**src/rtl/rca_pkg.sv**
```systemverilog
// Shared definitions for the ripple-carry adder accumulator stage.
// Holds the FSM state encoding and the default width constants used by
// rca_accumulator and its bench.
package rca_pkg;

    localparam int RCA_WIDTH     = 6;
    localparam int RCA_ACC_W     = 12;
    localparam int RCA_MAX_TERMS = 16;

    typedef enum logic [1:0] {
        IDLE  = 2'd0,
        ACCUM = 2'd1,
        DONE  = 2'd2
    } state_t;

endpackage

```
**src/rtl/rca_accumulator.sv**
```systemverilog
// rca_accumulator
//   Downstream stage of the ripple-carry adder. Accepts (WIDTH+1)-bit sums
//   over a valid/ready handshake, accumulates a programmed number of terms
//   into an ACC_W-bit total, and presents the total plus a sticky overflow
//   flag over a second valid/ready handshake.
//
// Ports
//   clk        in   1        clock, rising edge
//   rst        in   1        asynchronous active-high reset
//   start      in   1        begins a run (honoured only in IDLE)
//   num_terms  in   CNT_W    terms in this run, sampled with start
//   in_valid   in   1        in_sum is valid
//   in_ready   out  1        block accepts in_sum (high only in ACCUM)
//   in_sum     in   WIDTH+1  adder result
//   out_valid  out  1        acc_out is final (high only in DONE)
//   out_ready  in   1        consumer takes acc_out
//   acc_out    out  ACC_W    accumulated total, modulo 2^ACC_W
//   overflow   out  1        sticky carry out of the accumulator
//   term_cnt   out  CNT_W    terms accepted so far in the current run
//   busy       out  1        high in ACCUM and DONE
module rca_accumulator
    import rca_pkg::*;
#(
    parameter int WIDTH     = RCA_WIDTH,
    parameter int ACC_W     = RCA_ACC_W,
    parameter int MAX_TERMS = RCA_MAX_TERMS,
    parameter int CNT_W     = $clog2(MAX_TERMS + 1)
) (
    input  logic               clk,
    input  logic               rst,
    input  logic               start,
    input  logic [CNT_W-1:0]   num_terms,
    input  logic               in_valid,
    output logic               in_ready,
    input  logic [WIDTH:0]     in_sum,
    output logic               out_valid,
    input  logic               out_ready,
    output logic [ACC_W-1:0]   acc_out,
    output logic               overflow,
    output logic [CNT_W-1:0]   term_cnt,
    output logic               busy
);

    // Zero bits needed to widen in_sum to the ACC_W+1-bit adder.
    localparam int PAD = ACC_W - WIDTH;

    generate
        if (ACC_W < WIDTH + 1) begin : g_bad_acc_w
            $error("rca_accumulator: ACC_W must be at least WIDTH+1");
        end
    endgenerate

    state_t           state_reg;
    logic [ACC_W-1:0] acc_reg;
    logic             overflow_reg;
    logic [CNT_W-1:0] term_cnt_reg;
    logic [CNT_W-1:0] target_reg;

    logic [ACC_W:0]   sum_next;
    logic [CNT_W-1:0] target_next;
    logic [CNT_W-1:0] last_idx;

    // Top bit of sum_next is the carry out of the accumulator.
    assign sum_next    = {1'b0, acc_reg} + {{PAD{1'b0}}, in_sum};
    assign target_next = (num_terms > CNT_W'(MAX_TERMS)) ? CNT_W'(MAX_TERMS) : num_terms;
    assign last_idx    = target_reg - CNT_W'(1);

    always_ff @(posedge clk or posedge rst) begin
        if (rst) begin
            state_reg    <= IDLE;
            acc_reg      <= '0;
            overflow_reg <= 1'b0;
            term_cnt_reg <= '0;
            target_reg   <= '0;
        end else begin
            case (state_reg)
                IDLE: begin
                    if (start) begin
                        acc_reg      <= '0;
                        overflow_reg <= 1'b0;
                        term_cnt_reg <= '0;
                        target_reg   <= target_next;
                        // A zero-term run has nothing to wait for: report 0 at once.
                        if (num_terms == '0) begin
                            state_reg <= DONE;
                        end else begin
                            state_reg <= ACCUM;
                        end
                    end
                end
                ACCUM: begin
                    // in_ready is tied high in this state, so in_valid alone is a transfer.
                    if (in_valid) begin
                        acc_reg      <= sum_next[ACC_W-1:0];
                        overflow_reg <= overflow_reg | sum_next[ACC_W];
                        term_cnt_reg <= term_cnt_reg + CNT_W'(1);
                        if (term_cnt_reg == last_idx) begin
                            state_reg <= DONE;
                        end
                    end
                end
                DONE: begin
                    if (out_ready) begin
                        state_reg <= IDLE;
                    end
                end
                default: begin
                    state_reg <= IDLE;
                end
            endcase
        end
    end

    // Handshake outputs decode directly from the state register, so they
    // never glitch on input activity and are mutually exclusive.
    assign in_ready  = (state_reg == ACCUM);
    assign out_valid = (state_reg == DONE);
    assign busy      = (state_reg == ACCUM) || (state_reg == DONE);
    assign acc_out   = acc_reg;
    assign overflow  = overflow_reg;
    assign term_cnt  = term_cnt_reg;

`ifdef FORMAL
    logic [ACC_W-1:0] shadow_sum_reg;

    always_ff @(posedge clk or posedge rst) begin
        if (rst) begin
            shadow_sum_reg <= '0;
        end else if (state_reg == IDLE && start) begin
            shadow_sum_reg <= '0;
        end else if (in_valid && in_ready) begin
            shadow_sum_reg <= shadow_sum_reg + ACC_W'(in_sum);
        end
    end

    always_comb begin
        assert (acc_out == shadow_sum_reg);
        assert (!(in_ready && out_valid));
    end
`endif

endmodule

```
**config.mk**
```make
export PLATFORM = sky130hd
export DESIGN_NAME = rca_accumulator
export DESIGN_NICKNAME = d
export VERILOG_FILES = /design/src/rtl/rca_pkg.sv /design/src/rtl/rca_accumulator.sv
export SDC_FILE = /design/constraint.sdc
export NUM_CORES = 1
export LEC_CHECK = 0
export CAP_MARGIN = 25
export CORE_UTILIZATION = 39
export CTS_CLUSTER_SIZE = 14
export DETAILED_ROUTE_END_ITERATION = 6
export PLACE_DENSITY = 0.67
export SLEW_MARGIN = 20
export SYNTH_ARGS = -nofsm -noshare
export SYNTH_HDL_FRONTEND = slang
export SYNTH_SLANG_ARGS = --single-unit
```
**constraint.sdc**
```tcl
create_clock -name clk -period 2.1 [get_ports clk]
set_clock_uncertainty 0.05 [all_clocks]
set_input_delay 0.42 -clock clk [delete_from_list [all_inputs] [get_ports clk]]
set_output_delay 0.42 -clock clk [all_outputs]
set_load 0.02 [all_outputs]
```
==> summary.md, run 1 <==
| Metric | Value |
|---|---|
| Drc violations | `0` |
| Number of synthesized flops with an enable pin | `0` |
| Util after Layout | `59.2%` |
| Die span in x | `65.5 um` |
| Cell Area, Synth | `between 0.0015 and 0.002 mm^2` |
| FF-to-FF path depth | `8` |
| VDD IR-drop max | `0.000518 V` |
| Vias | `1401` |
| Postcts setup bufs | `0` |
| Unrepaired setup endpoints after global routing | `true` |
| Most common flop cell mapped by yosys | `dfrtp_1` |
| Worst hold slack | `around 0.45 ns` |
| CTS max path bufs | `2` |
| Cell Rows | `22` |
| Startpoint types | `flop` |
| Max frequency | `around 500 MHz` |
| Final Cell Area | `about 0.0022 mm^2` |
| Crit Path Max Fanout | `3` |
| Crit. Startpoint | `acc_out[0]$_DFFE_PP0P_` |
| Share of layout cells above drive strength 1 | `18.7%` |
| R2R Setup Slk | `0.08 ns` |
| Delay of the slowest cell on the worst path | `0.42 ns` |
| Cell count along the critical path | `8` |
| Vias per cell | `between 5 and 6` |
| Antenna violations before repair | `0` |
| Library cells used by synthesis | `37` |
| Dpl cell area | `0.00215 mm^2` |
| R2r startpoint | `acc_out[0]$_DFFE_PP0P_` |
| Ant diodes | `0` |
| Hold depth | `1` |
| Critical Path End Type | `flop` |
| Worst path top cell family by delay | `compound AO/OA/AOI/OAI gates` |
| Max-Slew Margin vs Limit | `76.4%` |
| Initial DRT Pass Iterations | `4` |
| Die Y | `approximately 66 um` |
| Worst Setup EP | `acc_out[6]$_DFFE_PP0P_` |
| Place WS | `-0.479 ns` |
| Area Overhead vs Synth | `41.9%` |
| Hold_buf cts | `0` |
| Syn Area/Cell | `9.90 um^2` |
| Final wirelength | `3.81 mm` |
| Starting Density | `41.7%` |
| Fin. max-slew vios | `0` |
| Reg2reg end | `acc_out[6]$_DFFE_PP0P_` |
| Nets | `250` |
| Clk_lat worst skew | `roughly 0.27 ns` |
| Final Hold Viols | `0` |
| GRT Overall Usage | `20.2%` |
| H-tree Lvls | `1` |
| Worst-margin pin slew | `0.353 ns` |
| Number of port buffers | `37` |
| Final period util | `a little over nine tenths` |
| WL/cell | `14.3 um` |
| Setup violators final | `0` |
| CTS root buffer | `clkbuf_8` |
| Cell Chain, Critical Path | `ha_4, fa_2, a211oi_2, buf_4, o21bai_1, a21oi_2, xnor2_1, a22o_1` |
| First-pass GRT wire length | `6.54 mm` |
| Grt total ovfl | `0` |
| PD cells | `1220 mW/mm^2` |
| Yosys reg bits | `25` |
| Post-route setup slack | `0.0826 ns` |
| HP Class | `flop to flop` |
| Critical Path AT | `2.14 ns` |
| Final ANT Viol Nets | `0` |
| Post-synthesis sequential area ratio | `39.7%` |
| Area of the core | `0.00377 mm^2` |
| Reg clk slew, reported paths | `0.09 ns` |
| CTS tree | `done` |
| CTS Sinks | `25` |
| Largest net degree at the start of global routing | `26` |
| Post-Syn Nets | `189` |
| Outcome | `finished clean` |
| P_leak | `between 0.001 and 0.0015 uW` |
| CP max-delay cell | `dfrtp_1` |
| DP HPWL | `2.99 mm` |
| Yosys warns | `0` |
| Power Total | `~2700 uW` |
| Post-synth ARST share | `100%` |
| Min Tclk post-route | `roughly 2 ns` |
| Detailed Route Iter0 Violations | `37` |
| CTS Buf Count | `3` |
| Worst Setup Path Type | `flop to flop` |
| CP bufs+invs | `1` |
| HP Start | `overflow$_DFFE_PP0P_` |
| DIE AREA | `0.00429 mm^2` |
| Final GP Congestion | `0.825` |
| Vias in the first global route | `between 1k and 1.5k` |
| Worst EP required | `2.22 ns` |
| Max cap viols | `0` |
| Post-Syn Instances | `159` |
| Num ports | `38` |
| Max FFs per register | `12` |
[how the worst min path moves through the flow]
stage	end	slack, ns
floorplan	acc_out[0]$_DFFE_PP0P_	0.40
global placement	overflow$_DFFE_PP0P_	0.44
detailed placement	overflow$_DFFE_PP0P_	0.43
CTS	overflow$_DFFE_PP0P_	0.46
global route	term_cnt[2]$_DFFE_PP0P_	0.49
finish	overflow$_DFFE_PP0P_	0.45
[metrics by stage]
| stage | instances | setup TNS [ns] |
|---|---|---|
| floorplan | 159 | 0 |
| global placement | 263 | -2.62 |
| detailed placement | 263 | -3.23 |
| CTS | 267 | -0.0160 |
| global route | 267 | -0.0126 |
| finish | 267 | 0 |
[cells in the mapped netlist, drive strengths merged (2+ instances only)]
| library cell | instances | area (um^2) |
|---|---|---|
| a22o | 7 | 61.3 |
| a21o | 2 | 16.3 |
| nand2b | 5 | 31.3 |
| or4 | 3 | 22.5 |
| nor2 | 17 | 66.3 |
| xnor2 | 7 | 61.3 |
| o21a | 2 | 15.0 |
| xor2 | 10 | 87.6 |
| nor3 | 4 | 25.0 |
| nor2b | 2 | 27.5 |
| a21oi | 7 | 35.0 |
| nand3 | 2 | 15.0 |
| o21ai | 13 | 68.8 |
| nand4 | 5 | 31.3 |
| ha | 12 | 150 |
| o221ai | 2 | 17.5 |
| a211oi | 3 | 22.5 |
| dfrtp | 25 | 626 |
| inv | 7 | 26.3 |
| nand2 | 12 | 45.0 |
[cells in the final DEF, fill, tap and decap left out, types with 2 or more instances in the layout]
cell type	n
a211oi_1	2
a21oi_1	5
a21oi_2	2
a22o_1	7
buf_4	21
clkbuf_8	3
clkdlybuf4s50_1	34
dfrtp_1	25
dlymetal6s2s_1	2
ha_1	11
inv_1	7
nand2_1	12
nand2b_1	5
nand4_1	5
nor2_1	16
nor2b_4	2
nor3_1	3
o21a_1	2
o21ai_0	9
o21ai_1	2
o21ai_2	2
o221ai_1	2
or4_1	3
xnor2_1	7
xor2_1	10
[cell families after synthesis]
| kind of cell | share of synthesized area [%] |
|---|---|
| AND/OR/NAND/NOR | 19.0 |
| multiplexers | 1.35 |
| buffers and inverters | 2.62 |
| AO/OA/AOI/OAI | 17.0 |
| XOR/XNOR | 9.46 |
| flip-flops | 39.7 |
| adder cells (fa/ha/maj) | 10.8 |
[per-layer routing]
metal / GRT usage [%] / vias to the layer above / routed length, um
met2: 33.1 / 25 / 1870
met4: 9.24 / 0 / 69
met5: 0 / - / 0
li1: - / 689 / -
met1: 26.3 / 682 / 1780
met3: 2.60 / 5 / 82
[report_power, final]
group          switching (uW)  internal, uW
clock network             154           136
registers                 145           620
logic                     856           805
[timing repair]
| action | 4_1_cts | 5_1_grt |
|---|---|---|
| setup endpoints to repair | 7 | 9 |
| pin swaps | 1 | 3 |
| hold endpoints to repair | 0 | 0 |
| gates resized for setup | 7 | 7 |
[final cells by class]
| class | count | area (um^2) |
|---|---|---|
| Tap cell | 48 | 60.1 |
| Sequential cell | 25 | 626 |
| Multi-Input combinational cell | 125 | 945 |
| Inverter | 7 | 26.3 |
| Fill cell | 319 | 1540 |
| Timing Repair Buffer | 58 | 532 |
| Clock buffer | 4 | 45.0 |
(Power assumes the default switching activity.)
==> inputs of run 2 (changes only) <==
--- a/config.mk
+++ b/config.mk
@@ -9,8 +9,8 @@
 export CORE_UTILIZATION = 39
 export CTS_CLUSTER_SIZE = 14
 export DETAILED_ROUTE_END_ITERATION = 6
-export PLACE_DENSITY = 0.67
-export SLEW_MARGIN = 20
+export HOLD_SLACK_MARGIN = 0.12
+export PLACE_DENSITY = 0.79
 export SYNTH_ARGS = -nofsm -noshare
 export SYNTH_HDL_FRONTEND = slang
 export SYNTH_SLANG_ARGS = --single-unit
==> run 2 against run 1 <==
Compared with the run above: register-to-register slack lost 0.05 ns; routed wire length shrank 6.4%; count of clock-buffer cells in the layout shrank 1; setup slack lost 0.051 ns; via count grew 0.64%; worst hold slack is essentially flat; global-route usage shrank 1.5 points; sequential share of layout area grew 0.27 points; critical path depth is the same; sequential cell count is the same; largest power group unchanged.
==> summary.md, run 2 (synthesis gave the netlist of run 1 again) <==
| Metric | Value |
|---|---|
| Area of the core | `0.00377 mm^2` |
| Drc violations | `0` |
| Final wirelength | `3.56 mm` |
| CP max-delay cell | `dfrtp_1` |
| Num ports | `38` |
| Finished Layout Cells | `267` |
| Hold_buf cts | `0` |
| Final Cell Area | `roughly 0.0022 mm^2` |
| Dpl cell area | `0.00215 mm^2` |
| Share of layout cells above drive strength 1 | `17.8%` |
| Multi-input logic area | `~920 um^2` |
| Antenna violations before repair | `0` |
| Die span in x | `approximately 66 um` |
| Reg clk slew, reported paths | `0.09 ns` |
| Place WS | `-0.444 ns` |
| Cell Rows | `22` |
| Crit Path Max Fanout | `3` |
| Worst Setup Path Type | `flop to flop` |
| Outcome | `finished clean` |
| Starting Density | `41.7%` |
| Final GP Congestion | `0.779` |
| R2r startpoint | `acc_out[0]$_DFFE_PP0P_` |
| FF-to-FF path depth | `8` |
| Number of port buffers | `37` |
| Final ANT Viol Nets | `0` |
| VDD IR-drop max | `0.000587 V` |
| Detailed Route Iter0 Violations | `45` |
| P_leak | `0.00101 uW` |
| Worst-margin pin slew | `0.336 ns` |
| Crit. Startpoint | `acc_out[0]$_DFFE_PP0P_` |
| Ant diodes | `0` |
| Sequential cell area | `roughly 630 um^2` |
| CTS max path bufs | `2` |
| Max frequency | `483 MHz` |
| DP HPWL | `2.78 mm` |
| Final Hold Viols | `0` |
| Max cap viols | `0` |
| DIE AREA | `0.00429 mm^2` |
| Max-Slew Margin vs Limit | `77.5%` |
| CTS Buf Count | `3` |
| CTS tree | `done` |
| Filler cells | `333` |
| Worst EP required | `2.22 ns` |
| Delay of the slowest cell on the worst path | `roughly 0.4 ns` |
| CTS root buffer | `clkbuf_8` |
| Dpl cells | `263` |
| Worst Setup EP | `acc_out[6]$_DFFE_PP0P_` |
| Critical Path End Type | `flop` |
| HP Class | `primary input to asynchronous set/reset pin` |
| Leading cell type in the layout, fill and taps excluded | `clkdlybuf4s50_1` |
| Final period util | `between 90% and 100%` |
| Reg2reg end | `acc_out[6]$_DFFE_PP0P_` |
| Unrepaired setup endpoints after global routing | `true` |
| Critical Path AT | `approximately 2.2 ns` |
| Cell Chain, Critical Path | `ha_2, fa_2, a211oi_2, buf_4, o21bai_1, a21oi_1, xnor2_1, a22o_1` |
| Initial DRT Pass Iterations | `4` |
| Setup violators final | `0` |
| PD cells | `1210 mW/mm^2` |
| Grt total ovfl | `0` |
| Max FFs per register | `12` |
| H-tree Lvls | `1` |
| Die Y | `65.5 um` |
| GRT Overall Usage | `about a fifth` |
| Worst hold slack | `0.453 ns` |
| Min Tclk post-route | `2.07 ns` |
| Area Overhead vs Synth | `40.5%` |
| Fin. max-slew vios | `0` |
| Nets | `250` |
| WL/cell | `13.3 um` |
| Vias per cell | `5.28` |
| First-pass GRT wire length | `between 6 and 7 mm` |
| Vias | `1410` |
| Clk_lat worst skew | `0.27 ns` |
| Largest net degree at the start of global routing | `26` |
| Vias in the first global route | `around 1.3k` |
| R2R Setup Slk | `0.03 ns` |
| Postcts setup bufs | `0` |
| Startpoint types | `flop` |
| Most frequent cells in the layout | `34 x clkdlybuf4s50_1, 25 x dfrtp_1, 21 x buf_4, 16 x nor2_1, 12 x nand2_1` |
| CTS Sinks | `25` |
| Post-route setup slack | `0.0315 ns` |
==> run 2: report_power, final <==
part / internal, uW / switching [uW]
clock network: 134 / 154
registers: 620 / 140
logic: 792 / 830
==> run 2: cell type report <==
class | instances | share of cell area, %
multi-input cells | 125 | 41.7
flip-flops and latches | 25 | 28.3
well taps | 48 | 2.71
clock inverters | 1 | 0.339
inverters | 7 | 1.19
clock buffers | 3 | 1.87
repair buffers | 58 | 23.9
==> run 2: layer usage <==
metal  global-route usage [%]  wire [um]  vias to the layer above
li1                         -          -                      695
met1                     23.6       1550                      666
met2                     30.5       1730                       41
met3                     4.17        198                        8
met4                     7.88         89                        0
met5                        0          0                        -
==> run 2: stage by stage <==
step	utilization, %	TNS, ns	power, uW
after floorplan	-	0	1790
after global placement	56.9	-2.69	2340
after detailed placement	56.9	-2.69	2380
after CTS	58.4	0	2680
after global routing	58.7	-0.0918	2900
final	58.7	0	2670
==> run 2: worst min-delay path by stage <==
stage	start	depth (start not counted)	endpoint	slack, ns
floorplan	rst	1	acc_out[0]$_DFFE_PP0P_	0.40
global placement	target_reg[1]$_DFFE_PP0P_	2	target_reg[1]$_DFFE_PP0P_	0.44
detailed placement	overflow$_DFFE_PP0P_	1	overflow$_DFFE_PP0P_	0.45
CTS	rst	3	acc_out[1]$_DFFE_PP0P_	0.45
global route	overflow$_DFFE_PP0P_	1	overflow$_DFFE_PP0P_	0.49
finish	rst	3	acc_out[2]$_DFFE_PP0P_	0.45
==> run 2: timing repair <==
action                                  in CTS  in global routing
endpoints found under the setup margin       5                  8
gates resized for setup                      6                  4
pin swaps                                    4                  0
==> run 2: worst max-delay path: cells and delay by family, from the launching register on <==
kind | cells | cell delay [ns]
compound gates | 4 | 0.66
fa+ha+maj | 2 | 0.60
flops | 1 | 0.40
buf+inv | 1 | 0.15
xor+xnor | 1 | 0.10
==> inputs of run 3 (changes only) <==
--- a/config.mk
+++ b/config.mk
@@ -6,6 +6,7 @@
 export NUM_CORES = 1
 export LEC_CHECK = 0
 export CAP_MARGIN = 25
+export CORE_MARGIN = 5
 export CORE_UTILIZATION = 39
 export CTS_CLUSTER_SIZE = 14
 export DETAILED_ROUTE_END_ITERATION = 6
==> run 3 against run 2 <==
Compared with the run above: design area is 0.45% higher; via count shrank 2.3%; die area increased by 26%; critical endpoint is now acc_out[5]$_DFFE_PP0P_; sequential cell count unchanged; largest cell class unchanged.
==> summary.md, run 3 (synthesis gave the netlist of run 1 again) <==
| Metric | Value |
|---|---|
| Outcome | `finished clean` |
| Postcts setup bufs | `0` |
| Antenna violations before repair | `0` |
| Filler cells | `335` |
| Worst hold slack | `0.448 ns` |
| Setup violators final | `0` |
| VDD IR-drop max | `approximately 0.0006 V` |
| Unrepaired setup endpoints after global routing | `true` |
| Vias in the first global route | `1353` |
| Dpl cells | `265` |
| Critical Path End Type | `flop` |
| Delay of the slowest cell on the worst path | `0.45 ns` |
| Reg clk slew, reported paths | `0.09 ns` |
| Detailed Route Iter0 Violations | `68` |
| Max-Slew Margin vs Limit | `~71%` |
| Max FFs per register | `12` |
| Final GP Congestion | `0.797` |
| Vias per cell | `5.12` |
| Largest net degree at the start of global routing | `26` |
| Die Y | `73.5 um` |
| H-tree Lvls | `1` |
| Place WS | `-0.470 ns` |
| CTS root buffer | `clkbuf_8` |
| CTS max path bufs | `2` |
| Clock Power Share | `10.6%` |
| Final wirelength | `3.71 mm` |
| Cell Rows | `23` |
| Drc violations | `0` |
| Ant diodes | `0` |
| Leading cell type in the layout, fill and taps excluded | `clkdlybuf4s50_1` |
| Comb pwr share | `between 60% and 70%` |
| FF-to-FF path depth | `7` |
| P_leak | `0.00102 uW` |
| DP HPWL | `2.93 mm` |
| Cell Chain, Critical Path | `clkdlybuf4s50_1, ha_1, a21oi_1, buf_4, o211ai_1, a21oi_1, xnor2_1, a22o_1` |
| First-pass GRT wire length | `6.15 mm` |
| Worst-margin pin slew | `0.439 ns` |
| CTS Sinks | `25` |
| WL/cell | `13.8 um` |
| R2R Setup Slk | `~0.13 ns` |
| Worst EP required | `2.21 ns` |
| Most used cell, CP | `a21oi_1` |
| Reg2reg end | `acc_out[6]$_DFFE_PP0P_` |
| Sw Ratio | `42.2%` |
| PD cells | `around 1200 mW/mm^2` |
| Final Cell Area | `0.00222 mm^2` |
| GRT Overall Usage | `around 14%` |
| Area Overhead vs Synth | `41.2%` |
| Final ANT Viol Nets | `0` |
| Switching Power | `between 1000 and 1500 uW` |
| Max cap viols | `0` |
| Max frequency | `494 MHz` |
| Initial DRT Pass Iterations | `4` |
| Post-route setup slack | `0.0759 ns` |
| P_int | `1550 uW` |
| Min Tclk post-route | `2.02 ns` |
| Worst Setup Path Type | `primary input to flop` |
| Startpoint types | `primary input` |
| Finished Layout Cells | `between 200 and 300` |
| HP Class | `primary input to asynchronous set/reset pin` |
| CTS Buf Count | `3` |
| Share of layout cells above drive strength 1 | `17.4%` |
| Starting Density | `39.9%` |
| Dpl cell area | `0.00215 mm^2` |
| Most frequent cells in the layout | `34 x clkdlybuf4s50_1, 25 x dfrtp_1, 21 x buf_4, 16 x nor2_1, 12 x nand2_1` |
| Nets | `250` |
| Die span in x | `~74 um` |
| Vias | `between 1k and 1.5k` |
| Critical Path AT | `about 2.1 ns` |
| Number of port buffers | `37` |
| Crit Path Max Fanout | `2` |
| DIE AREA | `0.00541 mm^2` |
| Reg power frac | `28.3%` |
| Area of the core | `0.00394 mm^2` |
| Fin. max-slew vios | `0` |
| R2r startpoint | `acc_out[0]$_DFFE_PP0P_` |
| Power Total | `around 2700 uW` |
| Grt total ovfl | `0` |
| Final Hold Viols | `0` |
| CTS tree | `done` |
| CP max-delay cell | `clkdlybuf4s50_1` |
| Clk_lat worst skew | `about 0.26 ns` |
| Final period util | `96.4%` |
| Num ports | `38` |
-- run 3: how the worst max path moves through the flow --
stage	slack [ns]	start	end
6_report	0.08	in_sum[1]	acc_out[5]$_DFFE_PP0P_
5_1_grt	0.002	acc_out[0]$_DFFE_PP0P_	acc_out[6]$_DFFE_PP0P_
4_1_cts	-0.009	in_sum[0]	acc_out[6]$_DFFE_PP0P_
3_5_place_dp	-0.47	in_sum[0]	acc_out[8]$_DFFE_PP0P_
3_3_place_gp	-0.42	in_sum[0]	overflow$_DFFE_PP0P_
2_1_floorplan	0.03	acc_out[0]$_DFFE_PP0P_	acc_out[6]$_DFFE_PP0P_
-- run 3: worst max-delay path: cells and delay by family --
family	cells	cell delay, ns
buf+inv	2	0.60
xor+xnor	1	0.08
fa+ha+maj	1	0.31
compound gates	4	0.72
-- run 3: per-layer routing --
metal / wire length, um / up-vias / global-route usage, %
met5: 0 / - / 0
met4: 18 / 0 / 3.02
met3: 221 / 2 / 2.87
met2: 1810 / 33 / 23.8
met1: 1660 / 654 / 19.5
li1: - / 688 / -
-- run 3: area by class of cell --
type / count / area [um^2] / share of cell area (%)
Clock buffer: 4 / 45.0 / 2.03
Inverter: 7 / 26.3 / 1.18
Multi-Input combinational cell: 125 / 931 / 41.9
Tap cell: 50 / 62.6 / 2.82
Timing Repair Buffer: 58 / 532 / 23.9
Sequential cell: 25 / 626 / 28.2
-- run 3: timing repair --
action / 4_1_cts / 5_1_grt
pin swaps: 3 / 6
hold buffers: 0 / 0
hold endpoints to repair: 0 / 0
endpoints found under the setup margin: 6 / 9
gates resized for setup: 6 / 5
-- run 3: metrics by stage --
stage / utilization [%] / setup TNS, ns
2_1_floorplan: - / 0
3_3_place_gp: 54.5 / -2.65
3_5_place_dp: 54.5 / -2.92
5_1_grt: 56.4 / 0
4_1_cts: 55.9 / -0.00866
6_report: 56.4 / 0
-- run 3: power by group through the flow --
stage / combinational, uW / clock [uW] / sequential [uW]
2_1_floorplan: 966 / 0 / 829
3_3_place_gp: 1580 / 0 / 764
3_5_place_dp: 1630 / 0 / 766
4_1_cts: 1650 / 292 / 759
5_1_grt: 1810 / 306 / 784
6_report: 1640 / 284 / 759
